===== src/rtl/pipe_hold_if.sv =====
// Request/response bundle between the pipeline stages and the hold controller.
// master = stage side (drives requests), slave = controller.
interface pipe_hold_if #(
    parameter int CNT_W = 32
);
    logic             jump_req_i;
    logic [31:0]      jump_addr_i;
    logic             ld_hazard_i;
    logic             bus_wait_i;
    logic             mdiv_start_i;
    logic             mdiv_done_i;
    logic [2:0]       hold_flag_o;
    logic             jump_o;
    logic [31:0]      jump_addr_o;
    logic             mdiv_abort_o;
    logic             mdiv_err_o;
    logic [CNT_W-1:0] stall_cnt_o;

    modport master (
        output jump_req_i, jump_addr_i, ld_hazard_i, bus_wait_i, mdiv_start_i, mdiv_done_i,
        input  hold_flag_o, jump_o, jump_addr_o, mdiv_abort_o, mdiv_err_o, stall_cnt_o
    );
    modport slave (
        input  jump_req_i, jump_addr_i, ld_hazard_i, bus_wait_i, mdiv_start_i, mdiv_done_i,
        output hold_flag_o, jump_o, jump_addr_o, mdiv_abort_o, mdiv_err_o, stall_cnt_o
    );
endinterface


===== src/rtl/pipe_hold_ctrl.sv =====
// Pipeline hold sequencer: merges stall/flush requests into one hold level,
// runs the jump-flush and mul/div-wait sequences, counts stalled cycles.
module pipe_hold_ctrl #(
    parameter int FLUSH_CYCLES = 1,
    parameter int MDIV_TIMEOUT = 64,
    parameter int CNT_W        = 32
) (
    input  logic       clk,
    input  logic       rst,
    pipe_hold_if.slave bus
);
    localparam logic [2:0] PAUSE_NONE = 3'd0;
    localparam logic [2:0] PAUSE_IF   = 3'd2;
    localparam logic [2:0] PAUSE_ID   = 3'd3;
    localparam int SEQ_W = $clog2((MDIV_TIMEOUT > 16) ? MDIV_TIMEOUT : 16) + 1;

    typedef enum logic [1:0] {S_RUN, S_MDIV, S_FLUSH} state_t;

    state_t           state, state_n, jump_next;
    logic [SEQ_W-1:0] cnt, cnt_n;
    logic [2:0]       hold;
    logic             jump, abort, err_set, err;
    logic [31:0]      jaddr;
    logic [CNT_W-1:0] stall_cnt;

    always_ff @(posedge clk) begin
        if (rst) begin
            state     <= S_RUN;
            cnt       <= '0;
            err       <= 1'b0;
            stall_cnt <= '0;
        end else begin
            state <= state_n;
            cnt   <= cnt_n;
            if (err_set)
                err <= 1'b1;
            if (hold != PAUSE_NONE)
                stall_cnt <= stall_cnt + CNT_W'(1);
        end
    end

    always_comb begin
        state_n   = state;
        cnt_n     = cnt;
        hold      = PAUSE_NONE;
        jump      = 1'b0;
        jaddr     = 32'd0;
        abort     = 1'b0;
        err_set   = 1'b0;
        jump_next = (FLUSH_CYCLES > 0) ? S_FLUSH : S_RUN;
        case (state)
            S_RUN: begin
                if (bus.bus_wait_i)  hold = PAUSE_IF;
                if (bus.ld_hazard_i) hold = PAUSE_ID;
                if (bus.mdiv_start_i) begin
                    hold    = PAUSE_ID;
                    state_n = S_MDIV;
                    cnt_n   = '0;
                end
            end
            S_MDIV: begin
                // ld_hazard_i is irrelevant here: ID is frozen for the whole wait
                hold  = PAUSE_ID;
                cnt_n = cnt + SEQ_W'(1);
                if (bus.mdiv_done_i) begin
                    hold    = bus.bus_wait_i ? PAUSE_IF : PAUSE_NONE;
                    state_n = S_RUN;
                end else if (cnt == SEQ_W'(MDIV_TIMEOUT - 1)) begin
                    abort   = 1'b1;
                    err_set = 1'b1;
                    hold    = bus.bus_wait_i ? PAUSE_IF : PAUSE_NONE;
                    state_n = S_RUN;
                end
                if (bus.jump_req_i && !bus.mdiv_done_i)
                    abort = 1'b1;
            end
            S_FLUSH: begin
                // a stalled fetch did not complete, so it does not count toward the flush
                hold = PAUSE_IF;
                if (!bus.bus_wait_i) begin
                    cnt_n = cnt + SEQ_W'(1);
                    if (cnt == SEQ_W'(FLUSH_CYCLES - 1))
                        state_n = S_RUN;
                end
            end
            default: state_n = S_RUN;
        endcase
        // a taken jump overrides every sequence and squashes a same-cycle mdiv issue
        if (bus.jump_req_i) begin
            jump    = 1'b1;
            jaddr   = bus.jump_addr_i;
            hold    = PAUSE_ID;
            state_n = jump_next;
            cnt_n   = '0;
        end
        if (rst) begin
            hold  = PAUSE_NONE;
            jump  = 1'b0;
            jaddr = 32'd0;
            abort = 1'b0;
        end
    end

    assign bus.hold_flag_o  = hold;
    assign bus.jump_o       = jump;
    assign bus.jump_addr_o  = jaddr;
    assign bus.mdiv_abort_o = abort;
    assign bus.mdiv_err_o   = err;
    assign bus.stall_cnt_o  = stall_cnt;
endmodule


===== src/flat_wrapper.sv =====
// flat-port wrapper written by rule: the top's interface ports become plain ports
module pipe_hold_ctrl_flat 
#(
    parameter int FLUSH_CYCLES = 1,
    parameter int MDIV_TIMEOUT = 64,
    parameter int CNT_W        = 32
)
  (clk, rst, bus_jump_req_i, bus_jump_addr_i, bus_ld_hazard_i, bus_bus_wait_i, bus_mdiv_start_i, bus_mdiv_done_i, bus_hold_flag_o, bus_jump_o, bus_jump_addr_o, bus_mdiv_abort_o, bus_mdiv_err_o, bus_stall_cnt_o);
  pipe_hold_if #(.CNT_W(CNT_W)) bus_i ();
  input  logic clk;
  input  logic rst;
  input wire logic [$bits(bus_i.jump_req_i)-1:0] bus_jump_req_i;
  input wire logic [$bits(bus_i.jump_addr_i)-1:0] bus_jump_addr_i;
  input wire logic [$bits(bus_i.ld_hazard_i)-1:0] bus_ld_hazard_i;
  input wire logic [$bits(bus_i.bus_wait_i)-1:0] bus_bus_wait_i;
  input wire logic [$bits(bus_i.mdiv_start_i)-1:0] bus_mdiv_start_i;
  input wire logic [$bits(bus_i.mdiv_done_i)-1:0] bus_mdiv_done_i;
  output wire logic [$bits(bus_i.hold_flag_o)-1:0] bus_hold_flag_o;
  output wire logic [$bits(bus_i.jump_o)-1:0] bus_jump_o;
  output wire logic [$bits(bus_i.jump_addr_o)-1:0] bus_jump_addr_o;
  output wire logic [$bits(bus_i.mdiv_abort_o)-1:0] bus_mdiv_abort_o;
  output wire logic [$bits(bus_i.mdiv_err_o)-1:0] bus_mdiv_err_o;
  output wire logic [$bits(bus_i.stall_cnt_o)-1:0] bus_stall_cnt_o;
  assign bus_i.jump_req_i = bus_jump_req_i;
  assign bus_i.jump_addr_i = bus_jump_addr_i;
  assign bus_i.ld_hazard_i = bus_ld_hazard_i;
  assign bus_i.bus_wait_i = bus_bus_wait_i;
  assign bus_i.mdiv_start_i = bus_mdiv_start_i;
  assign bus_i.mdiv_done_i = bus_mdiv_done_i;
  assign bus_hold_flag_o = bus_i.hold_flag_o;
  assign bus_jump_o = bus_i.jump_o;
  assign bus_jump_addr_o = bus_i.jump_addr_o;
  assign bus_mdiv_abort_o = bus_i.mdiv_abort_o;
  assign bus_mdiv_err_o = bus_i.mdiv_err_o;
  assign bus_stall_cnt_o = bus_i.stall_cnt_o;
  pipe_hold_ctrl #(.FLUSH_CYCLES(FLUSH_CYCLES), .MDIV_TIMEOUT(MDIV_TIMEOUT), .CNT_W(CNT_W)) u_core (.clk(clk), .rst(rst), .bus(bus_i));
endmodule

===== config.mk =====
export PLATFORM = sky130hd
export DESIGN_NAME = pipe_hold_ctrl_flat
export DESIGN_NICKNAME = d
export VERILOG_FILES = /design/src/rtl/pipe_hold_if.sv /design/src/rtl/pipe_hold_ctrl.sv /design/src/flat_wrapper.sv
export SDC_FILE = /design/constraint.sdc
export NUM_CORES = 1
export LEC_CHECK = 0
export CORE_MARGIN = 2
export CORE_UTILIZATION = 42
export DETAILED_ROUTE_END_ITERATION = 10
export PLACE_DENSITY = 0.87
export SETUP_SLACK_MARGIN = 0.02
export SLEW_MARGIN = 10
export SYNTH_ARGS = -nofsm -noshare
export SYNTH_HDL_FRONTEND = slang
export SYNTH_SLANG_ARGS = --single-unit

===== constraint.sdc =====
create_clock -name clk -period 2.45 [get_ports clk]
set_clock_uncertainty 0.2 [all_clocks]
set_input_delay 0.245 -clock clk [delete_from_list [all_inputs] [get_ports clk]]
set_output_delay 0.245 -clock clk [all_outputs]
set_load 0.01 [all_outputs]

# Yosys cells after proc, flatten, opt, wreduce, memory -nomap -nowiden
# Index checks and enable logic that the tools add are counted.
[totals]
register_bits = 42
inputBits = 39
[op_classes]
addsub = 2
n_eq_ne = 11
mux = 28
n_reduce_logical = 10
[op_table]
columns = ["operator", "count"]
rows = [
  ["32-bit 2-to-1 mux", 2],
  ["32-bit by 1-bit adder with 32-bit output (second input constant)", 1],
  ["7-bit case mux with 3 select lines", 1],
  ["3-bit 2-to-1 mux", 6],
  ["2-bit 2-to-1 mux", 7],
  ["7-bit 2-to-1 mux", 2],
  ["3-bit case mux with 3 select lines", 1],
  ["1-bit 2-to-1 mux", 8],
  ["4-bit AND reduction", 2],
  ["7-bit by 1-bit adder with 7-bit output (second input constant)", 1],
  ["7-bit by 6-bit == test with 1-bit output (second input constant)", 1],
  ["7-bit zero test", 1],
  ["3-bit by 2-bit != test with 1-bit output (second input constant)", 2],
  ["3-bit != test (second input constant)", 2],
  ["2-bit case mux with 3 select lines", 1],
  ["3-bit nonzero test", 2],
  ["2-bit != test (second input constant)", 2],
  ["4-bit by 3-bit != test with 1-bit output (second input constant)", 1],
  ["3-bit AND reduction", 1],
  ["2-bit by 1-bit == test with 1-bit output (second input constant)", 1],
  ["2-bit == test (second input constant)", 1],
  ["2-bit zero test", 1],
  ["2-bit by 1-bit != test with 1-bit output (second input constant)", 1],
  ["2-bit OR reduction", 1],
  ["other kinds (2)", 2],
]

# Depth between registers and ports, before layout
# Gate-level depths: netlist (run 1).
[logic_depth]
word_depth = 7
mapped_depth = 9
mapped_depth_nobuf = 7

# Worst setup path before layout (run 1)
# OpenSTA, ideal clock, no wires.
[synth_timing]
kind = "register to register"
start = "register u_core.state[0]"
end = "register u_core.stall_cnt[1], in the netlist u_core.bus.stall_cnt_o[1]"
setup_time_ns = 0.128
arrival_time_ns = 1.944
setup_slack_ns = 0.178
path_stages_with_launch = 10
path_buffers = 2
period_less_slack_ns = 2.272
path_cell_list = "dfxtp_1 > inv_1 > ha_1 > o21ai_0 > or4b_1 > buf_2 > o21ai_4 > buf_6 > mux2i_1 > nor2_1"
[synth_via]
elab_chain_len = 5
elab_cells_between_ends = 7
cone_classes = "2 x eq/ne; 3 x mux; 2 x reduce/logical"
[synth_lines]
columns = ["item", "line_no", "rtl"]
rows = [
  ["start, declared", "pipe_hold_ctrl.sv:19", "state_t state, state_n, jump_next;"],
  ["start signal, assigned", "pipe_hold_ctrl.sv:33", "state <= state_n;"],
  ["2-bit == test, or another cell as far along", "pipe_hold_ctrl.sv:51", "case (state)"],
  ["3-bit case mux with 3 select lines *", "pipe_hold_ctrl.sv:51", ""],
  ["3-bit 2-to-1 mux *", "pipe_hold_ctrl.sv:89", "if (bus.jump_req_i) begin"],
  ["3-bit 2-to-1 mux *", "pipe_hold_ctrl.sv:96", "if (rst) begin"],
  ["3-bit nonzero test *", "pipe_hold_ctrl.sv:37", "if (hold != PAUSE_NONE)"],
  ["end signal, assigned", "pipe_hold_ctrl.sv:38", "stall_cnt <= stall_cnt + CNT_W'(1);"],
  ["end, declared", "pipe_hold_ctrl.sv:24", "logic [CNT_W-1:0] stall_cnt;"],
]
# Mark *: on every way between the ends. The rest lies on a longest branch, timed or not.
# A chain may end at the register's enable or synchronous reset.

# Worst setup path after layout (run 1)
[layout_timing]
start = "register u_core.state[0]"
end = "output port bus_hold_flag_o[1]"
[layout_via]
elab_chain_len = 4
elab_cells_between_ends = 6
cone_classes = "2 x eq/ne; 3 x mux; 1 x reduce/logical"
[layout_lines]
columns = ["item", "line_no", "rtl"]
rows = [
  ["2-bit == test, or another cell as far along", "pipe_hold_ctrl.sv:51", ""],
  ["3-bit case mux with 3 select lines *", "pipe_hold_ctrl.sv:51", ""],
  ["3-bit 2-to-1 mux *", "pipe_hold_ctrl.sv:89", ""],
  ["3-bit 2-to-1 mux *", "pipe_hold_ctrl.sv:96", ""],
  ["end, declared", "flat_wrapper.sv:18", "output wire logic [$bits(bus_i.hold_flag_o)-1:0] bus_hold_flag_o;"],
]
# Marks and branches as above.

==> results of run 1 <==
-- power by group --
group	switching [mW]	internal, mW
sequential	0.00962	0.690
combinational	0.125	0.166
clock	0.245	0.226
-- layout by cell type, fill, tap and decap left out, drive strengths merged, types with 12 or more instances in the layout --
cell type and n:
and2 35, or3 17, nand2 17, dfxtp 42, o21ai 21, nand3 12
clkdlybuf4s50 105, buf 23, inv 12, a21oi 23, nor2 20
-- timing repair --
action	4_1_cts	5_1_grt
pin swaps	2	3
setup buffers	2	0
setup endpoints to repair	22	31
resized for setup	8	18
-- per-layer routing --
metal / share of wire / GRT usage / up-vias
met5: 0 / 0 / -
met4: 0.024 / 0.08305 / 0
met3: 0.078 / 0.06404 / 17
met2: 0.54 / 0.4408 / 119
met1: 0.36 / 0.2279 / 1253
li1: - / - / 1285
-- per-stage QoR --
step                      hold WS [ns]  power (mW)  setup WS (ns)  cells
after floorplan                 0.1243      0.8312         0.1782    294
after global placement          0.2712      0.9864        -0.1414    478
after detailed placement        0.2851      0.9943        -0.1539    478
after CTS                       0.3048       1.456        0.01892    488
after global routing            0.3334       1.525        0.01649    488
final                           0.3077       1.462        0.08903    488
-- flip-flops by register name (all words and copies together) (netlist names) --
name                    flops
u_core.cnt                  7
u_core.state                2
u_core.bus.mdiv_err_o       1
u_core.bus.stall_cnt_o     32
-- worst register-to-register path: cells and delay by family (launching register included) --
kind	cells	cell delay [ns]
buffers and inverters	3	0.40
DFF	1	0.36
and+or+nand+nor	1	0.56
adders and majority gates	1	0.17
AOI/OAI and AO/OA	4	0.56
-- logic make-up after synthesis --
logic type      synth area share
simple gates              0.3036
compound gates            0.2067
flops                     0.3446
buf+inv                  0.05641
xor+xnor                 0.04308
fa+ha+maj                0.03590
mux                     0.008205
other cells             0.001537
-- cell type report --
class | instances | share of cell area
sequential | 42 | 0.2190
timing repair buffer | 129 | 0.3280
clock inverter | 2 | 0.003245
inverter | 13 | 0.01265
clock buffer | 6 | 0.02141
multi-input combinational | 224 | 0.3923
tap | 72 | 0.02336
-- how the worst max path moves through the flow --
stage	slack, ns	from	to	depth (start not counted)
floorplan	0.18	u_core.state[0]	u_core.bus.stall_cnt_o[1]	9
global placement	-0.14	rst	bus_hold_flag_o[1]	6
detailed placement	-0.15	rst	bus_hold_flag_o[1]	6
CTS	0.02	u_core.state[0]	bus_hold_flag_o[1]	7
global route	0.02	u_core.state[0]	u_core.bus.stall_cnt_o[27]	10
finish	0.09	u_core.state[0]	bus_hold_flag_o[1]	7
==> impl_summary.txt, run 1 <==
----------------------------------------------------
[Final layout]
  Area overhead of the layout relative to synthesis ... 58.05%
  Post-route standard cell area excluding fillers ... 0.003856 mm²
  Number of antenna diodes ... 0
  Combined flip-flop and latch cell area ... 844.6 µm²
  Net count, final ... 461
  Area of the multi-input gates ... 0.001513 mm²
  End-of-flow core utilization ... 0.6918
  Fillcell total ... 437
  Fraction of final layout cells sized beyond drive strength 1 ... 0.1418

[Min path]
  HP Class ... reg -> reg
  Worst Hold Path Cells ... 2
  Worst Hold End ... u_core.bus.stall_cnt_o[13]
  Origin of the worst min-delay path ... u_core.bus.stall_cnt_o[13]

[Critical path]
  Req. time, crit path ... 2.01 ns
  CP Cell Sequence ... inv_2 > ha_4 > o21a_1 > or4b_4 > o21ai_4 > inv_2 > buf_6
  Most common cell on crit path ... sky130_fd_sc_hd__inv_2
  Setup crit end kind ... output pin
  Maximum fanout count along the critical path ... 4
  Worst path arrival time ... 1.92 ns
  Worst R2R Start ... u_core.state[0]
  Endpoint of the worst-slack reg-to-reg timing path ... u_core.bus.stall_cnt_o[21]
  Kind of cell with the highest combined delay on the critical path ... simple AND/OR/NAND/NOR gates
  Crit Path Class ... reg -> out
  Reg2reg path depth ... 9
  CP max stage delay ... 0.56 ns
  Critical Path Start Type ... register
  Buffers plus inverters on the worst setup path ... 3
  Worst-path cell with the longest stage delay ... sky130_fd_sc_hd__or4b_4
  Reg2reg setup slack ... 0.12 ns

[Placed design]
  Final weighted congestion in routability-driven placement ... 0.8965
  DPL Wire Length ... 5.622 mm
  Post-placement cell area ... 0.003675 mm²
  Total of buffers placed on input and output ports ... 107

[Clocking]
  CTS tree ... yes
  H-Tree Level Count ... 2
  Clock sinks ... 42
  Number of CTS-inserted buffers ... 5
  Source-to-sink clock delay at the later pin of the worst-skew pair ... 0.30 ns
  Clock slew seen by the registers of the worst setup and hold paths ... 0.08 ns
  Hold buffers post-CTS ... 0
  Clock buffer depth ... 2
  Root Buffer Master ... sky130_fd_sc_hd__clkbuf_8

[Logic synthesis]
  Mean instance size in the synthesized netlist ... 8.299 µm²
  Synth cell count leaders ... sky130_fd_sc_hd__dfxtp_1 (42), sky130_fd_sc_hd__and2_1 (35), sky130_fd_sc_hd__a21oi_1 (22)
  Area share of the largest cell type after synthesis ... 0.3446
  Synthesized instance count ... 294
  Syn Nets ... 340
  Synth cell types ... 49
  Number of synthesized register bits ... 42
  Cell taking the most area after synthesis ... sky130_fd_sc_hd__dfxtp_1
  Most used standard cell by instance count after synthesis ... sky130_fd_sc_hd__dfxtp_1
  Most used flip-flop cell after synthesis ... sky130_fd_sc_hd__dfxtp_1
  Synth Warn # ... 0
  Post-synth design cell area ... 0.002440 mm²
  Share of async-settable or async-resettable flops after synthesis ... 0
  Top area cells in the synthesized netlist ... sky130_fd_sc_hd__dfxtp_1 (34%), sky130_fd_sc_hd__and2_1 (9.0%), sky130_fd_sc_hd__a21oi_1 (4.5%), sky130_fd_sc_hd__or3_1 (4.4%), sky130_fd_sc_hd__ha_1 (3.6%)
  Post-synth EDFFs ... 0
  Sequential element share of the synthesized area ... 0.3446

[Power]
  Power per cell area ... 379.2 mW/mm²
  Leakage Power ... 1.336 nW
  Peak VDD IR ... 0.2309 mV

[Drt]
  Avg WL per Cell ... 14.75 µm
  Remaining number of nets flagged by the antenna check after routing ... 0
  DR pass1 iterations ... 4
  Remaining DRCs ... 0
  Detailed-route wire length ... 7.200 mm
  Routed via count ... 2674
  Violation count after the first detailed-routing iteration ... 128
  Via density per instance ... 5.480

[STA]
  Setup TNS ... 0 ns
  Worst slew margin ... 0.6542
  Max Freq ... 423.6 MHz
  Hold Vio Cnt, Final ... 0
  Final worst-path cycle share ... 0.9637
  Shortest clock period the worst path allows after layout ... 2.361 ns
  Final setup viols ... 0
  Unrepaired setup endpoints after global routing ... no
  Pins over their slew limit ... 0
  Worst Tran Pin Value ... 0.5140 ns

[Flow run]
  Max-cap violations ... 0

[Die]
  Initial core utilization ... 0.4377
  Die area ... 0.006434 mm²
  Die Span X ... 80.22 µm
  Count of boundary I/O pins ... 109
  Rows ... 27
  Core Box Area ... 0.005574 mm²
  Die height ... 80.22 µm

[Global route]
  Remaining global-route overflow ... 0
  Antenna violations before repair ... 0
  Wire length of the first global-routing pass ... 11.54 mm
  Vias in the first global route ... 2643
  Pin count of the biggest net entering global routing ... 34
  GRT Overall Usage ... 0.2277

[Run status]
  Status ... finished, final reports clean

----------------------------------------------------
No activity file was read; power rests on OpenSTA's default activity.
==> inputs of run 2 (changes only) <==
==> constraint.sdc (replaced) <==
create_clock -name clk -period 2.45 [get_ports clk]
set_clock_uncertainty 0.2 [all_clocks]
set_input_delay 0.245 -clock clk [delete_from_list [all_inputs] [get_ports clk]]
set_output_delay 0.245 -clock clk [all_outputs]
set_load 0.1 [all_outputs]
==> run 2 against run 1 <==
Net effect: the run now ends with setup timing left; non-clock buffer count is 1 lower; via count fell by 4.2%; setup slack worse by 0.18 ns; core utilization up 4.7 points; clock-buffer cell count fell by 1; die area stayed put; wire length rose by 3.1%; critical path depth stayed put; register-to-register slack is essentially flat; combinational power rose by 96%; critical path type unchanged; critical endpoint unchanged.
==> impl_summary.txt, run 2 (synthesized netlist as in run 1, its figures left out) <==
----------------------------------------------------
[Global route]
  Wire length of the first global-routing pass ... 11.47 mm (-0.66%)
  Antenna violations before repair ... 0 (unchanged)
  M3 GR Usage ... 0.04382 (-0.02022)
  Met1 demand-to-capacity share in global routing ... 0.2774 (+0.04949)
  Met2 Use GR ... 0.4008 (-0.04000)
  Pin count of the biggest net entering global routing ... 34 (unchanged)
  Vias in the first global route ... 2385 (-9.8%)
  GRT Overall Usage ... 0.2300 (+0.002336)
  Global route hottest layer ... met2
  Remaining global-route overflow ... 0 (unchanged)

[STA]
  Setup ws final ... -0.09042 ns (-0.1794 ns)
  Final worst-path cycle share ... 1.037 (+0.07324)
  Hold Vio Cnt, Final ... 0 (unchanged)
  Shortest clock period the worst path allows after layout ... 2.540 ns (+0.1794 ns)
  Final setup viols ... 1 (+1)
  Pins over their slew limit ... 0 (unchanged)
  Setup TNS ... -0.09042 ns (-0.09042 ns)
  Unrepaired setup endpoints after global routing ... yes
  Worst Hold Slack ... 0.2848 ns (-0.02297 ns)
  Max Freq ... 393.6 MHz (-7.1%)

[Die]
  Die area ... 0.006434 mm² (unchanged)
  Die height ... 80.22 µm (unchanged)
  Initial core utilization ... 0.4377 (unchanged)
  Count of boundary I/O pins ... 109 (unchanged)
  Rows ... 27 (unchanged)
  Die Span X ... 80.22 µm (unchanged)
  Core Box Area ... 0.005574 mm² (unchanged)

[Flow run]
  Max-cap violations ... 0 (unchanged)

[Final layout]
  End-of-flow core utilization ... 0.7389 (+0.04714)
  Fillcell total ... 400 (-8.5%)
  Net count, final ... 460 (-0.22%)
  Number of antenna diodes ... 0 (unchanged)
  Commonest non-fill, non-tap cells in the layout ... sky130_fd_sc_hd__buf_4 (52), sky130_fd_sc_hd__clkdlybuf4s50_1 (38), sky130_fd_sc_hd__buf_12 (38)
  Area overhead of the layout relative to synthesis ... 68.82%
  Max FFs per register ... 32 (unchanged)
  Most frequent standard cell in the layout excluding fill and tap cells ... sky130_fd_sc_hd__buf_4
  Post-route standard cell area excluding fillers ... 0.004119 mm² (+6.8%)
  Fraction of final layout cells sized beyond drive strength 1 ... 0.3430 (+0.2012)
  Final non-filler cell total ... 486 (-0.41%)

[Placed design]
  Worst setup slack after placement ... -0.1080 ns (+0.04593 ns)
  Final weighted congestion in routability-driven placement ... 0.8573 (-4.4%)
  DPL Wire Length ... 5.775 mm (+2.7%)
  Cell count after placement ... 475 (-0.63%)
  Post-placement cell area ... 0.003981 mm² (+8.3%)
  Total of buffers placed on input and output ports ... 107 (unchanged)

[Run status]
  Violations in the final reports ... setup timing
  Status ... finished, violations left

[Clocking]
  Clock sinks ... 42 (unchanged)
  Root Buffer Master ... sky130_fd_sc_hd__clkbuf_8
  Number of CTS-inserted buffers ... 5 (unchanged)
  Clock slew seen by the registers of the worst setup and hold paths ... 0.08 ns (about the same)
  CTS tree ... yes
  Clock buffer depth ... 2 (unchanged)
  H-Tree Level Count ... 2 (unchanged)
  Source-to-sink clock delay at the later pin of the worst-skew pair ... 0.30 ns (about the same)
  Hold buffers post-CTS ... 0 (unchanged)

[Power]
  Leakage Power ... 1.575 nW (+18%)
  Power per cell area ... 410.9 mW/mm² (+8.4%)
  Peak VDD IR ... 0.3448 mV (+49%)
  Total power after layout ... 1.693 mW (+16%)

[Critical path]
  Critical Path Start Type ... register
  Req. time, crit path ... 2.01 ns (about the same)
  Crit Path Class ... reg -> out
  Maximum fanout count along the critical path ... 4 (unchanged)
  Worst path arrival time ... 2.10 ns (+0.18 ns)
  Setup crit end kind ... output pin
  Reg2reg setup slack ... 0.11 ns (about the same)

[Drt]
  Routed via count ... 2562 (-4.2%)
  DR pass1 iterations ... 4 (unchanged)
  Remaining DRCs ... 0 (unchanged)
  Detailed-route wire length ... 7.424 mm (+3.1%)
  Avg WL per Cell ... 15.28 µm (+3.5%)
  Remaining number of nets flagged by the antenna check after routing ... 0 (unchanged)
  Violation count after the first detailed-routing iteration ... 134 (+4.7%)
  Via density per instance ... 5.272 (-3.8%)

[Min path]
  HP Class ... reg -> reg

----------------------------------------------------
==> run 2: changes by cell type in the layout (fill, tap and decap cells not counted), sizes merged <==
cell	delta
clkbuf	-1
inv	-1
buf	+67
clkdlybuf4s50	-67
dlygate4sd2	-1
clkinv	+1
==> run 2: critical path, stage by stage, from the launching register on <==
cell                         delay [ns]
sky130_fd_sc_hd__dfxtp_2           0.37
sky130_fd_sc_hd__inv_2             0.06
sky130_fd_sc_hd__ha_4              0.17
sky130_fd_sc_hd__o21a_1            0.12
sky130_fd_sc_hd__or4b_4            0.55
sky130_fd_sc_hd__o21ai_4           0.22
sky130_fd_sc_hd__clkinvlp_4        0.13
sky130_fd_sc_hd__buf_12            0.17
==> run 2: power breakdown <==
group	total [mW]	leakage [nW]	switching [mW]	internal, mW
Combinational	0.569	1.18	0.352	0.217
Clock	0.423	0.0438	0.232	0.191
Sequential	0.700	0.352	0.00948	0.691
Total	1.69	1.58	0.593	1.10
==> run 2: repair_timing <==
item | CTS | global route
endpoints found under the setup margin | 1 | 18
pin swaps | 3 | 1
buffers inserted | 3 | 2
resized for setup | 3 | 2
==> run 2: layer usage <==
metal | wire length (µm) | vias up
met3 | 274 | 12
met4 | 157 | 0
li1 | - | 1282
met2 | 3945 | 56
met5 | 0 | -
met1 | 3047 | 1212
==> run 2: final cells by class <==
cell class / instances / area, µm² / area share
clock buffers: 5 / 68.82 / 0.01671
clock inverters: 2 / 10.01 / 0.002430
multi-input cells: 224 / 1493 / 0.3624
repair buffers: 128 / 1531 / 0.3718
inverters: 13 / 52.55 / 0.01276
well taps: 72 / 90.09 / 0.02187
flip-flops and latches: 42 / 873.3 / 0.2120
==> run 2: final timing paths <==
path | to | startpoint | depth (start not counted)
worst max register to register | u_core.bus.stall_cnt_o[21] | u_core.state[0] | 9
worst max-delay path | bus_hold_flag_o[1] | u_core.state[0] | 7
worst min-delay path | u_core.bus.stall_cnt_o[13] | u_core.bus.stall_cnt_o[13] | 2
worst min register to register | u_core.bus.stall_cnt_o[13] | u_core.bus.stall_cnt_o[13] | 2
==> patch 1 (settings of run 1) <==
`CNT_W` is set to 32 in 3 places; all go to 64.
--- a/src/rtl/pipe_hold_if.sv
+++ b/src/rtl/pipe_hold_if.sv
@@ -1,7 +1,7 @@
 // Request/response bundle between the pipeline stages and the hold controller.
 // master = stage side (drives requests), slave = controller.
 interface pipe_hold_if #(
-    parameter int CNT_W = 32
+    parameter int CNT_W = 64
 );
     logic             jump_req_i;
     logic [31:0]      jump_addr_i;
--- a/src/rtl/pipe_hold_ctrl.sv
+++ b/src/rtl/pipe_hold_ctrl.sv
@@ -3,7 +3,7 @@
 module pipe_hold_ctrl #(
     parameter int FLUSH_CYCLES = 1,
     parameter int MDIV_TIMEOUT = 64,
-    parameter int CNT_W        = 32
+    parameter int CNT_W        = 64
 ) (
     input  logic       clk,
     input  logic       rst,
--- a/src/flat_wrapper.sv
+++ b/src/flat_wrapper.sv
@@ -3,7 +3,7 @@
 #(
     parameter int FLUSH_CYCLES = 1,
     parameter int MDIV_TIMEOUT = 64,
-    parameter int CNT_W        = 32
+    parameter int CNT_W        = 64
 )
   (clk, rst, bus_jump_req_i, bus_jump_addr_i, bus_ld_hazard_i, bus_bus_wait_i, bus_mdiv_start_i, bus_mdiv_done_i, bus_hold_flag_o, bus_jump_o, bus_jump_addr_o, bus_mdiv_abort_o, bus_mdiv_err_o, bus_stall_cnt_o);
   pipe_hold_if #(.CNT_W(CNT_W)) bus_i ();
Ports: changed (resized bus_stall_cnt_o); port bits go from 109 to 141. No check against the original RTL was run, so the function may have changed too.
==> patch 1 against run 1 <==
The flow now finishes with violations (negative setup slack); critical path depth up 3; die area up 63%; final area up 81%; power up 70%; core utilization up 5.6 points; sequential cell count up 32; sequential share of layout area down 0.43 points; cell count up 71%; wire length rose to 2.7 times the old value; first-iteration DRC count rose to 4.7 times the old value; setup slack worse by 480 ps; synthesized area up 67%.
==> patch 1: results (changes against run 1) <==
{| class="wikitable"
! Metric !! Value
|-
| Post-detailed-routing wire length || 19.6 mm (+170%)
|-
| Number of vias in the routed layout || 5545 (+110%)
|-
| Wire length of the first global-routing pass || 25.6 mm (+120%)
|-
| Max reg flops || 64 (+100%)
|-
| Fraction of the yosys area taken by sequential cells || 0.363 (+0.0187)
|-
| All-layer global routing usage || 0.310 (+0.0821)
|-
| Number of antenna violations at the first check in global routing || 1 (+1)
|-
| Most numerous cell types in the synthesized netlist || 74 x sky130_fd_sc_hd__dfxtp_1, 57 x sky130_fd_sc_hd__a21oi_1, 36 x sky130_fd_sc_hd__and2_1
|-
| Count of distinct cell types in the synthesized netlist || 51 (+4.1%)
|-
| Status || complete, but fails checks
|-
| XOR/XNOR share of the synthesized area || 0.0215 (-0.0216)
|-
| Number of detailed-route iterations in the first pass || 8 (+4)
|-
| Cell depth of the worst flop-to-flop path || 10 (+1)
|-
| Setup-failing EPs final || 52 (+52)
|-
| P_leak || 0.00229 uW (+71%)
|-
| Fraction of synthesized area in multiplexers || 0.00491 (-0.00330)
|-
| Worst Setup Slack post-DPL || -295 ps (-141 ps)
|-
| Reg-to-reg slack, setup || -390 ps (-510 ps)
|-
| Arithmetic-cell share of the synthesized area counting full adders, half adders and majority gates || 0.0215 (-0.0144)
|-
| Via count of the first global-routing pass || 5067 (+92%)
|-
| Cells on Worst Hold Path || 3 (+1)
|-
| DP HPWL || 9.17 mm (+63%)
|-
| Area of placed instances || 5850 sq um (+59%)
|-
| Syn Nets || 552 (+62%)
|-
| Worst R2R Start || u_core.state[1]
|-
| Final net count || 748 (+62%)
|-
| Violations in the final reports || negative setup slack
|-
| Port buffer count || 139 (+30%)
|-
| Max IR drop VDD || 321 uV (+39%)
|-
| Max-slew headroom at the worst pin || 0.529 (-0.125)
|-
| Worst setup margin || -386 ps (-475 ps)
|-
| Class of the tightest hold or removal check || input port to register
|-
| Pin count of the biggest net entering global routing || 62 (+82%)
|}
[patch 1: layer usage]
metal	vias up	part of all wire	GRT usage
met1	2585	0.36	0.383
met4	2	0.074	0.160
met5	-	0.00056	0
met3	167	0.11	0.0725
li1	2282	-	-
met2	509	0.46	0.504
[patch 1: final timing paths]
check | end
worst min-delay path | u_core.bus.stall_cnt_o[10]
worst max register to register | u_core.bus.stall_cnt_o[28]
worst max-delay path | u_core.bus.stall_cnt_o[28]
worst min register to register | u_core.bus.stall_cnt_o[59]
[patch 1: worst max-delay path, cell delays in order, from the launching register on]
cell and delay, ps:
sky130_fd_sc_hd__dfxtp_4 370, sky130_fd_sc_hd__inv_4 70, sky130_fd_sc_hd__ha_4 130, sky130_fd_sc_hd__nor2b_4 170
sky130_fd_sc_hd__o31ai_4 110, sky130_fd_sc_hd__buf_6 150, sky130_fd_sc_hd__a2111o_1 520, sky130_fd_sc_hd__buf_6 180
sky130_fd_sc_hd__buf_16 130, sky130_fd_sc_hd__or4_1 520, sky130_fd_sc_hd__a21oi_1 190
[patch 1: layout make-up]
cell class	instances	area, sq um
clock buffer	9	124
multi-input combinational	384	2850
sequential	74	1500
inverter	17	68.8
timing repair buffer	216	2230
fill	538	2350
tap	129	161
clock inverter	7	46.3
[patch 1: cell families after synthesis]
kind of cell    Yosys count
fa+ha+maj                 7
simple gates            227
flops                    74
buf+inv                  48
other cells               1
mux                       2
xor+xnor                 10
compound gates          137
[patch 1: repair_timing]
action | CTS | global route
pin swaps | 71 | 25
setup endpoints to repair | 42 | 63
resized for setup | 89 | 61
setup buffers | 16 | 8
gates cloned | 8 | 3
[patch 1: power by group through the flow]
stage | logic (uW) | clock network [uW] | registers (uW)
floorplan | 125 | 0 | 1250
global placement | 295 | 0 | 1240
detailed placement | 301 | 0 | 1240
CTS | 335 | 848 | 1210
global route | 389 | 931 | 1220
finish | 373 | 893 | 1210
[patch 1: metrics by stage]
| step | total power [uW] | util | std cells | hold slack, ps |
|---|---|---|---|---|
| after detailed placement | 1540 | 0.627 | 786 | 277 |
| final | 2480 | 0.748 | 836 | 100 |
| after floorplan | 1370 | - | 506 | 263 |
| after CTS | 2400 | 0.707 | 826 | 89.2 |
| after global routing | 2540 | 0.748 | 836 | 104 |
| after global placement | 1540 | 0.627 | 786 | 250 |
==> patch 2 (settings of run 1) <==
Made on the original files. Re-encode `state_t` (3 states) as one-hot, 3 bits wide.
--- a/src/rtl/pipe_hold_ctrl.sv
+++ b/src/rtl/pipe_hold_ctrl.sv
@@ -14,7 +14,7 @@
     localparam logic [2:0] PAUSE_ID   = 3'd3;
     localparam int SEQ_W = $clog2((MDIV_TIMEOUT > 16) ? MDIV_TIMEOUT : 16) + 1;
 
-    typedef enum logic [1:0] {S_RUN, S_MDIV, S_FLUSH} state_t;
+    typedef enum logic [2:0] {S_RUN = 3'b001, S_MDIV = 3'b010, S_FLUSH = 3'b100} state_t;
 
     state_t           state, state_n, jump_next;
     logic [SEQ_W-1:0] cnt, cnt_n;
Function: same outputs for any inputs over 10 cycles, from zero or initial values and one cycle with rst high; not proved beyond that.
==> patch 2 against run 1 <==
The run now ends with negative setup slack left; power grew 6.6%; synthesized area rose by 0.87%; final area up 7.0%; register-to-register slack worse by 100 ps; wire length grew 18%; setup slack worse by 98 ps; worst hold slack worse by 110 ps; sequential cell count grew 1; critical path type unchanged; critical endpoint is now bus_hold_flag_o[0].
==> patch 2: results (changes against run 1) <==
{| class="wikitable"
! Metric !! Value
|-
| Via count of the first global-routing pass || 2717 (+2.8%)
|-
| Syn Nets || 363 (+6.8%)
|-
| Final net count || 491 (+6.5%)
|-
| Routed length on met1 || 3.53 mm (+35%)
|-
| All-layer global routing usage || 0.234 (+0.00616)
|-
| Setup-failing EPs final || 1 (+1)
|-
| Combined area of the multi-input logic cells || 1570 sq um (+4.1%)
|-
| Setup_tns || -9.41 ps (-9.41 ps)
|-
| Post-detailed-routing wire length || 8.50 mm (+18%)
|-
| Via density per instance || 5.70 (+4.0%)
|-
| XOR/XNOR share of the synthesized area || 0.0142 (-0.0288)
|-
| DP HPWL || 5.64 mm (+0.23%)
|-
| Violations in the final reports || negative setup slack
|-
| Worst setup margin || -9.41 ps (-98.4 ps)
|-
| Fraction of synthesized area in multiplexers || 0.0127 (+0.00450)
|-
| Arithmetic-cell share of the synthesized area counting full adders, half adders and majority gates || 0.0153 (-0.0206)
|-
| Max IR drop VDD || 355 uV (+54%)
|-
| Area of placed instances || 3780 sq um (+2.8%)
|-
| Fraction of the yosys area taken by sequential cells || 0.350 (+0.00516)
|-
| Layout filler cell count || 407 (-6.9%)
|-
| Tightest Pin Transition || 500 ps (-14.4 ps)
|-
| GRT met2 Usage || 0.403 (-0.0375)
|-
| Met2 Wirelength || 4.30 mm (+11%)
|-
| Count of distinct cell types in the synthesized netlist || 40 (-18%)
|-
| Comb power frac || 0.203 (+0.004)
|-
| Non-filler instance count after layout || 522 (+7.0%)
|-
| Status || complete, but fails checks
|-
| Number of detailed-route iterations in the first pass || 6 (+2)
|}
[patch 2: cell count changes after synthesis, sizes merged, moves of 5 or more]
cell	before	now
o31ai	6	11
or4	2	11
a21oi	23	36
xor2	8	2
o211ai	6	0
nand4	6	11
nand3	12	18
clkbuf	7	16
[patch 2: cell families (layout without fill, tap and decap cells)]
| family | after synthesis | after routing |
|---|---|---|
| AOI/OAI and AO/OA | 78 | 78 |
| DFF | 43 | 43 |
| muxes | 3 | 3 |
| other | 1 | 1 |
| adders and majority gates | 3 | 3 |
| and+or+nand+nor | 156 | 156 |
| xor gates and xnor gates | 4 | 4 |
| buffers and inverters | 33 | 162 |
[patch 2: final cells by class]
| class | instances | share of cell area |
|---|---|---|
| Clock buffer | 7 | 0.0233 |
| Clock inverter | 1 | 0.00182 |
| Inverter | 12 | 0.0109 |
| Multi-Input combinational cell | 245 | 0.381 |
| Sequential cell | 43 | 0.211 |
| Tap cell | 72 | 0.0218 |
| Timing Repair Buffer | 142 | 0.350 |
[patch 2: path summary, 6_finish.rpt]
path,startpoint,end,slack [ps]
worst max-delay path,u_core.state[0],bus_hold_flag_o[0],-9
worst min-delay path,bus_mdiv_done_i,u_core.bus.mdiv_err_o,190
worst max register to register,u_core.state[0],u_core.bus.stall_cnt_o[26],20
worst min register to register,u_core.bus.stall_cnt_o[31],u_core.bus.stall_cnt_o[31],300
[patch 2: timing repair]
action	4_1_cts	5_1_grt
gates resized for setup	8	53
buffers inserted	1	3
pin swaps	0	9
gates cloned	0	1
endpoints found under the setup margin	49	51
[patch 2: worst min-delay path: stages]
cell and delay, ps:
sky130_fd_sc_hd__dlymetal6s2s_1 140, sky130_fd_sc_hd__inv_1 60, sky130_fd_sc_hd__a41oi_1 120, sky130_fd_sc_hd__nor2_1 90
